## src/rtl/cursor_input.sv

```systemverilog
// ---------------------------------------------------------------------------
// cursor_input -- front end that turns the four KEY pushbuttons into cursor
// moves on an 8x8 board.
//
// Each button goes through its own cursor_key lane, which does the
// synchronising, debouncing, press detection and auto-repeat. The top level
// registers the per-key move requests and steps the cursor row and column.
//
// Ports:
//   CLOCK_50    in   1  system clock
//   reset_n     in   1  asynchronous active-low reset
//   KEY         in   4  raw buttons, low = pressed: [3] left [2] right [1] up [0] down
//   dir_pulse   out  4  one-cycle move request per key, same bit order as KEY
//   move_valid  out  1  high whenever dir_pulse is nonzero
//   cursor_row  out  3  cursor row, 0 = top
//   cursor_col  out  3  cursor column, 0 = left
//   keys_held   out  4  debounced pressed state, 1 = held
// ---------------------------------------------------------------------------

// ---------------------------------------------------------------------------
// cursor_key -- the processing for a single button.
//
//   clk, rst_n   clock and asynchronous active-low reset
//   key_raw      raw button level, low = pressed, asynchronous to clk
//   pulse_next   the move request that the top level registers on the next
//                edge (a press or an auto-repeat)
//   held         debounced pressed state, taken straight from a flop
// ---------------------------------------------------------------------------
module cursor_key #(
    parameter int DEBOUNCE_CYCLES = 500000,
    parameter int REPEAT_DELAY    = 25000000,
    parameter int REPEAT_PERIOD   = 5000000
) (
    input  logic clk,
    input  logic rst_n,
    input  logic key_raw,
    output logic pulse_next,
    output logic held
);

    localparam int DW   = $clog2(DEBOUNCE_CYCLES + 1);
    localparam int HMAX = (REPEAT_DELAY > REPEAT_PERIOD) ? REPEAT_DELAY : REPEAT_PERIOD;
    localparam int HW   = $clog2(HMAX + 1);

    logic          sync1;
    logic          sync2;
    logic          stable;      // debounced level, 1 = released
    logic          stable_d;    // stable one edge later, used for flip detection
    logic [DW-1:0] db_cnt;
    logic [HW-1:0] hold_cnt;    // cycles since the last pulse while held
    logic          rep_phase;   // 0: waiting for the first repeat, 1: periodic

    logic          db_hit;
    logic          stable_next;
    logic          press;
    logic          holding;
    logic          fire;

    // The counter sits at DEBOUNCE_CYCLES-1 on the edge where it would reach
    // DEBOUNCE_CYCLES, so that edge flips the stable level instead.
    assign db_hit      = (sync2 != stable) && (db_cnt == DW'(DEBOUNCE_CYCLES - 1));
    assign stable_next = db_hit ? ~stable : stable;

    // The press pulse is the registered copy of the 1->0 flip.
    assign press = stable_d & ~stable;

    // Held past the press pulse and not being released on this edge; the
    // release guard stops a repeat from landing on the release flip itself.
    assign holding = ~stable_d & ~stable & ~stable_next;

    assign fire = (REPEAT_DELAY > 0) && holding &&
                  (hold_cnt == (rep_phase ? HW'(REPEAT_PERIOD) : HW'(REPEAT_DELAY)));

    assign pulse_next = press | fire;
    assign held       = ~stable;

    always_ff @(posedge clk or negedge rst_n) begin
        if (!rst_n) begin
            sync1     <= 1'b1;
            sync2     <= 1'b1;
            stable    <= 1'b1;
            stable_d  <= 1'b1;
            db_cnt    <= '0;
            hold_cnt  <= '0;
            rep_phase <= 1'b0;
        end else begin
            sync1    <= key_raw;
            sync2    <= sync1;
            stable   <= stable_next;
            stable_d <= stable;

            // Any cycle that agrees with the stable level restarts the count,
            // so only an unbroken run of DEBOUNCE_CYCLES disagreements flips it.
            if (sync2 == stable || db_hit)
                db_cnt <= '0;
            else
                db_cnt <= db_cnt + DW'(1);

            // hold_cnt counts cycles since the most recent pulse; loading 1 on
            // the pulse edge makes a match with N fire exactly N cycles later.
            if (press) begin
                hold_cnt  <= HW'(1);
                rep_phase <= 1'b0;
            end else if (!holding) begin
                hold_cnt  <= '0;
                rep_phase <= 1'b0;
            end else if (fire) begin
                hold_cnt  <= HW'(1);
                rep_phase <= 1'b1;
            end else begin
                hold_cnt  <= hold_cnt + HW'(1);
            end
        end
    end

endmodule

// ---------------------------------------------------------------------------
// cursor_input -- top level: four cursor_key lanes plus the cursor registers.
// ---------------------------------------------------------------------------
module cursor_input #(
    parameter int DEBOUNCE_CYCLES = 500000,
    parameter int REPEAT_DELAY    = 25000000,
    parameter int REPEAT_PERIOD   = 5000000,
    parameter int WRAP            = 1,
    parameter int RESET_ROW       = 7,
    parameter int RESET_COL       = 4
) (
    input  logic       CLOCK_50,
    input  logic       reset_n,
    input  logic [3:0] KEY,
    output logic [3:0] dir_pulse,
    output logic       move_valid,
    output logic [2:0] cursor_row,
    output logic [2:0] cursor_col,
    output logic [3:0] keys_held
);

    localparam int NUM_KEYS = 4;

    logic [NUM_KEYS-1:0] pulse_next;
    logic [NUM_KEYS-1:0] held;

    for (genvar k = 0; k < NUM_KEYS; k++) begin : g_key
        cursor_key #(
            .DEBOUNCE_CYCLES (DEBOUNCE_CYCLES),
            .REPEAT_DELAY    (REPEAT_DELAY),
            .REPEAT_PERIOD   (REPEAT_PERIOD)
        ) u_key (
            .clk        (CLOCK_50),
            .rst_n      (reset_n),
            .key_raw    (KEY[k]),
            .pulse_next (pulse_next[k]),
            .held       (held[k])
        );
    end

    assign keys_held = held;

    // One axis step. Opposite requests in the same cycle cancel; at the board
    // edge the position either wraps or holds depending on WRAP.
    function automatic logic [2:0] step(input logic [2:0] pos,
                                        input logic       dec,
                                        input logic       inc);
        logic [2:0] res;
        res = pos;
        if (inc && !dec) begin
            if (pos == 3'd7) res = (WRAP != 0) ? 3'd0 : 3'd7;
            else             res = pos + 3'd1;
        end else if (dec && !inc) begin
            if (pos == 3'd0) res = (WRAP != 0) ? 3'd7 : 3'd0;
            else             res = pos - 3'd1;
        end
        return res;
    endfunction

    // The cursor moves on the same edge that dir_pulse asserts, so both are
    // computed from pulse_next.
    always_ff @(posedge CLOCK_50 or negedge reset_n) begin
        if (!reset_n) begin
            dir_pulse  <= '0;
            move_valid <= 1'b0;
            cursor_row <= 3'(RESET_ROW);
            cursor_col <= 3'(RESET_COL);
        end else begin
            dir_pulse  <= pulse_next;
            move_valid <= |pulse_next;
            cursor_col <= step(cursor_col, pulse_next[3], pulse_next[2]);
            cursor_row <= step(cursor_row, pulse_next[1], pulse_next[0]);
        end
    end

endmodule
```

## config.mk

```make
export PLATFORM = sky130hd
export DESIGN_NAME = cursor_input
export DESIGN_NICKNAME = d
export VERILOG_FILES = /design/src/rtl/cursor_input.sv
export SDC_FILE = /design/constraint.sdc
export NUM_CORES = 1
export LEC_CHECK = 0
export CAP_MARGIN = 20
export CELL_PAD_IN_SITES_DETAIL_PLACEMENT = 0
export CELL_PAD_IN_SITES_GLOBAL_PLACEMENT = 1
export CORE_MARGIN = 4
export CORE_UTILIZATION = 45
export CTS_CLUSTER_DIAMETER = 50
export CTS_CLUSTER_SIZE = 20
export DETAILED_ROUTE_END_ITERATION = 10
export PLACE_DENSITY_LB_ADDON = 0.1
export SETUP_SLACK_MARGIN = 0.02
export SYNTH_ARGS = -nofsm -noshare
export SYNTH_HDL_FRONTEND = slang
export SYNTH_SLANG_ARGS = --single-unit
```

## constraint.sdc

```tcl
create_clock -name CLOCK_50 -period 2.56 [get_ports CLOCK_50]
set_input_delay 0.512 -clock CLOCK_50 [delete_from_list [all_inputs] [get_ports CLOCK_50]]
set_output_delay 0.512 -clock CLOCK_50 [all_outputs]
set_load 0.005 [all_outputs]
```

-- Word-level counts from Yosys, hierarchy flattened
Index checks and enable logic that the tools add are counted.
- equal/unequal tests: 22
- reductions and logical operators: 25
- add/sub/neg operators: 12
- bitwise logic cells: 28
- multiplexer cells: 44
- operators by type and width (cell ; count):
    $mux 25 ; 16
    $add 25x1->25 const B ; 4
    $eq 25x25->1 ; 4
    $add 19x1->19 const B ; 4
    $eq 19x19->1 const B ; 4
    $mux 19 ; 4
    $mux 3 ; 8
    $mux 1 ; 16
    $and 1x1->1 ; 12
    $logic_and 1x1->1 ; 12
    $ne 3x2->1 const B ; 4
    $not 1->1 ; 12
    $add 3x1->3 const B ; 2
    $eq 3x3->1 const B ; 2
    $logic_not 3->1 ; 2
    $sub 3x1->3 const B ; 2
    $eq 1x1->1 ; 4
    $logic_not 1->1 ; 4
    $logic_or 1x1->1 ; 4
    $ne 1x1->1 ; 4
    $or 1x1->1 ; 4
    $reduce_bool 2->1 ; 2
    $reduce_or 4->1 ; 1
- input port bits: 6
- register bits after elaboration: 207
- word-level logic and storage cells: 163

-- Depth between registers and ports, before layout
- depth after elaboration: 11
- mapped depth: 11

-- Modules after synthesis
A second synthesis with hierarchy kept.
- cells, all modules: 1113
- area, all modules: 11059.4 sq um
- by module, submodules not included (module ; cells an instance ; seq. area each (sq um) ; times used ; area each (sq um)):
    cursor_key ; 263 ; 1231.2 ; 4 ; 2608.8
    cursor_input ; 61 ; 280.3 ; 1 ; 624.3

-- Least setup slack after synthesis
Ideal clock, no wire load.
- path type: register to register
- start: reg g_key[2].u_key.hold_cnt[3]
- end: reg cursor_col[0]
- arrival time: 2.570 ns
- data required time: 2.440 ns
- cell stages (with the launch flop): 10
- setup slack: -0.130 ns
- setup time: 0.120 ns
- period minus slack after synthesis: 2.690 ns
- buffers on the path: 2
- cell sequence: dfrtp_1 -> or4_2 -> nor4_1 -> and3_1 -> buf_4 -> buf_4 -> a31oi_1 -> ha_1 -> a21oi_1 -> a31o_2
- cells in the longest elaborated chain, start to end: 6
- elaborated cells between the ends (all ways): 8
- classes of those cells: eq/ne: 1; mux: 1; bitwise: 1; reduce/logical: 5
- ends and longest elaborated chain (element ; line ; text):
    start: declaration ; 50 ; logic [HW-1:0] hold_cnt;
    start signal: assignment ; 111 ; hold_cnt <= hold_cnt + HW'(1);
    $eq 25x25->1 (*) ; 72 ; (hold_cnt == (rep_phase ? HW'(REPEAT_PERIOD) : HW'(REPEAT_DELAY)));
    $logic_and 1x1->1 (*) ; 71 ; assign fire = (REPEAT_DELAY > 0) && holding &&
    $or 1x1->1 (*) ; 74 ; assign pulse_next = press | fire;
    $logic_not 1->1 ; 170 ; end else if (dec && !inc) begin
    $logic_and 1x1->1 ; 170 ;
    $reduce_bool 2->1 (no line) ; -- ;
    end signal: assignment ; 184 ; cursor_col <= 3'(RESET_COL);
    end signal: assignment ; 188 ; cursor_col <= step(cursor_col, pulse_next[3], pulse_next[2]);
    end: declaration ; 135 ; output logic [2:0] cursor_col,
Every way passes the cells marked *; elsewhere a longest branch is shown, timed or not.
A chain may end at the register's enable or synchronous reset.

-- Worst setup path in the final report
- start: reg g_key[3].u_key.hold_cnt[8]
- end: reg cursor_col[1]
- cells in the longest elaborated chain, start to end: 6
- elaborated cells between the ends (all ways): 8
- classes of those cells: eq/ne: 1; mux: 1; bitwise: 1; reduce/logical: 5
- ends and longest elaborated chain (element ; line ; text):
    start: declaration ; 50 ;
    start signal: assignment ; 111 ;
    $eq 25x25->1 (*) ; 72 ;
    $logic_and 1x1->1 (*) ; 71 ;
    $or 1x1->1 (*) ; 74 ;
    $logic_not 1->1 ; 167 ; if (inc && !dec) begin
    $logic_and 1x1->1 ; 167 ;
    $mux 3 / $reduce_bool 2->1 (equally long branches) ; -- ;
Marks and branches as above.

==> flow_summary.toml <==
[worst_setup_path]
crit_path_start = "g_key[3].u_key.hold_cnt[8]"
reg2reg_slack_ps = 170
crit_required_ps = 2990
crit-reg2reg-launch = "g_key[3].u_key.hold_cnt[8]"
crit_fanout = 3
worstPathArrival_ps = 2820
startpoint_type = "flop"
r2r-end = "cursor_col[1]"
cp-endpoint = "cursor_col[1]"
worstSetupEndpointType = "flop"
crit_type = "reg2reg"
reg2regPathDepth = 9

[power_and_ir_drop]
power.total_mw = 7.66
p_leak_nw = 5.02
p_per_area_nw_per_um2 = 600
peakVddDrop_mv = 0.541

[floorplan]
rows = 56
die_y_um = 163
core-area_um2 = 23600
boundaryPins = 21
dieArea_um2 = 26700
die_x_um = 163
initial_utilization_pct = 46.1

[final_layout]
antennaDiodeCount = 0
seqCellArea_um2 = 5200
multi_input_comb_area_um2 = 5320
drive_above_1_share_pct = 13.4
final_cell_mix = "187 x dfrtp_1, 77 x nor2_1, 72 x nor3_1"
syn2layout_area_growth_pct = 17.5
final_common_cell = "dfrtp_1"
finalInstanceArea_um2 = 12800
utilization_pct = 54.1
fill_cells = 2156
nets = 1188

[global_route]
grt_util_met1_pct = 26.5
antenna_found_initial = 0
gr-usage-met2_pct = 29.0
gr-usage-met3_pct = 2.57
top_usage_layer = "met2"
grt_start_max_net_pins = 67
grt_use_total_pct = 18.2
grt_first_pass_wirelength_um = 41100
overflow = 0
grt_pass1_vias = 8134

[routing]
drt-initial-drc-count = 498
drc = 0
drt-vias-per-instance = 5.57
detail-route-antenna-nets = 0
vias = 8356
drt_first_pass_iters = 6
drt_wl_total_um = 23500
wl_per_cell_um = 15.7

[synthesis]
syn_area_per_cell_um2 = 9.90
synth_nets = 1129
synth.yosys.seq_area_share_pct = 47.8
synth.area.top_cells = "dfrtp_1 43%, xnor2_1 5.2%, dfstp_2 4.8%, xor2_1 3.5%, nor3_1 3.4%"
synth_area_leader_cell = "dfrtp_1"
synth_top_area_share_pct = 43.0
synth_warnings = 0
synth-seq-cells = 207
synthArstFlopShare_pct = 100
synth_flop_cell = "dfrtp_1"
synth.distinct_cells = 61
syn_inst = 1099
synth_edf_count = 0
synthesis.area_um2 = 10900

[placement]
gp_congestion = 0.753
dpl-instance-area_um2 = 11700
dp.final_hpwl_um = 15500
io_buffers = 20

[run]
max_cap_viol_count = 0

[clock_tree]
clock_latency_ps = 550
post_cts_buffers = 0
cts_max_level = 1
cts_buffers = 30
cts.sinks = 207
cts-root-buf = "clkbuf_16"
clockBufferDepth = 3
tritoncts = "built"
cts.reportedPaths.clkPinSlew_ps = 70

[sta]
final.setup.tns_ps = 0
drv_slew = 0
setup_viol = 0
timing.hold.ws_ps = 355
period_needed_ps = 2390
max_freq_ghz = 0.418
tightest_slew_ps = 608
finalClockSkew_ps = 12.5
hold_violations = 0
finalCritPeriodShare_pct = 93.5
maxSlewHeadroom_pct = 59.1
rsz0062_at_grt = "false"

[run_status]
status = "complete, no violations"

[worst_hold_path]
hp-class = "reg2reg"
==> critical path, cell delays in order (launching register included) <==
cell     delay (ps)
dfrtp_1         380
or3b_4          380
or4_4           550
a21oi_4         200
a31oi_4         140
ha_1            230
buf_4           150
xnor2_1         110
nand2_1          60
o21ai_0          60
==> worst min path at each step <==
stage / startpoint / slack, ps / cells past startpoint / endpoint
global placement: g_key[1].u_key.sync1 / 350 / 0 / g_key[1].u_key.sync2
finish: g_key[3].u_key.sync1 / 350 / 0 / g_key[3].u_key.sync2
CTS: KEY[1] / 340 / 1 / g_key[1].u_key.sync1
global route: KEY[1] / 330 / 1 / g_key[1].u_key.sync1
detailed placement: g_key[1].u_key.sync1 / 350 / 0 / g_key[1].u_key.sync2
floorplan: reset_n / 220 / 0 / cursor_col[0]
==> Yosys cell counts, types with 7 or more instances <==
master / n
a21oi_1: 28
or3_1: 30
dfrtp_1: 187
nor4b_1: 7
and4_1: 18
nor2_1: 77
xnor2_1: 64
nand2_1: 54
ha_1: 24
or4_1: 37
nand4_1: 52
and3_1: 14
nor2b_1: 10
xor2_1: 44
o31ai_1: 26
nor4_1: 24
nand3_1: 67
o21ai_0: 32
a211oi_1: 39
buf_2: 13
dfstp_2: 20
inv_1: 52
nor3_1: 73
nand2b_1: 8
clkbuf_1: 18
==> area by class of cell <==
| type | instances | area share [%] |
|---|---|---|
| inverter | 52 | 1.53 |
| clock inverter | 25 | 2.19 |
| sequential | 207 | 40.7 |
| multi-input combinational | 798 | 41.6 |
| clock buffer | 31 | 5.98 |
| timing repair buffer | 69 | 4.80 |
| tap | 319 | 3.12 |
==> sequential cells by signal, summed over array words and instances (netlist names), 3 cells and up <==
name,flops
g_key.u_key.db_cnt,76
cursor_row,3
g_key.u_key.stable,4
dir_pulse,4
g_key.u_key.sync2,4
g_key.u_key.rep_phase,4
g_key.u_key.stable_d,4
cursor_col,3
g_key.u_key.sync1,4
g_key.u_key.hold_cnt,100
==> layer usage <==
metal,wire [µm],up-vias
met4,393,0
met2,10800,65
met3,610,29
met1,11700,4075
met5,0,-
li1,-,4187
==> per-stage QoR <==
| step | std cells | setup WS [ps] |
|---|---|---|
| after global placement | 1444 | 147 |
| after floorplan | 1099 | 28.7 |
| after detailed placement | 1444 | 111 |
| after global routing | 1501 | 40.8 |
| final | 1501 | 166 |
| after CTS | 1501 | 99.4 |
==> cells by family after synthesis <==
family | count (synthesis) | share of synthesized area (%)
compound gates | 161 | 10.3
xor+xnor | 108 | 8.70
buf+inv | 94 | 3.89
fa+ha+maj | 24 | 2.76
simple gates | 502 | 26.2
mux | 3 | 0.276
flops | 207 | 47.8
==> repair_timing <==
action                                  4_1_cts  5_1_grt
resized for setup                             0        3
hold buffers                                  1        0
endpoints found under the setup margin        0        4
hold endpoints to repair                     45        0
==> power by group <==
| part | switching, mW | total, mW | internal [mW] | leakage, nW |
|---|---|---|---|---|
| Combinational | 0.101 | 0.138 | 0.0370 | 1.76 |
| Clock | 1.80 | 4.20 | 2.41 | 0.507 |
| Sequential | 0.0195 | 3.32 | 3.30 | 2.75 |
| Total | 1.92 | 7.66 | 5.74 | 5.02 |
Note: power is estimated with default switching activity, not from simulation.
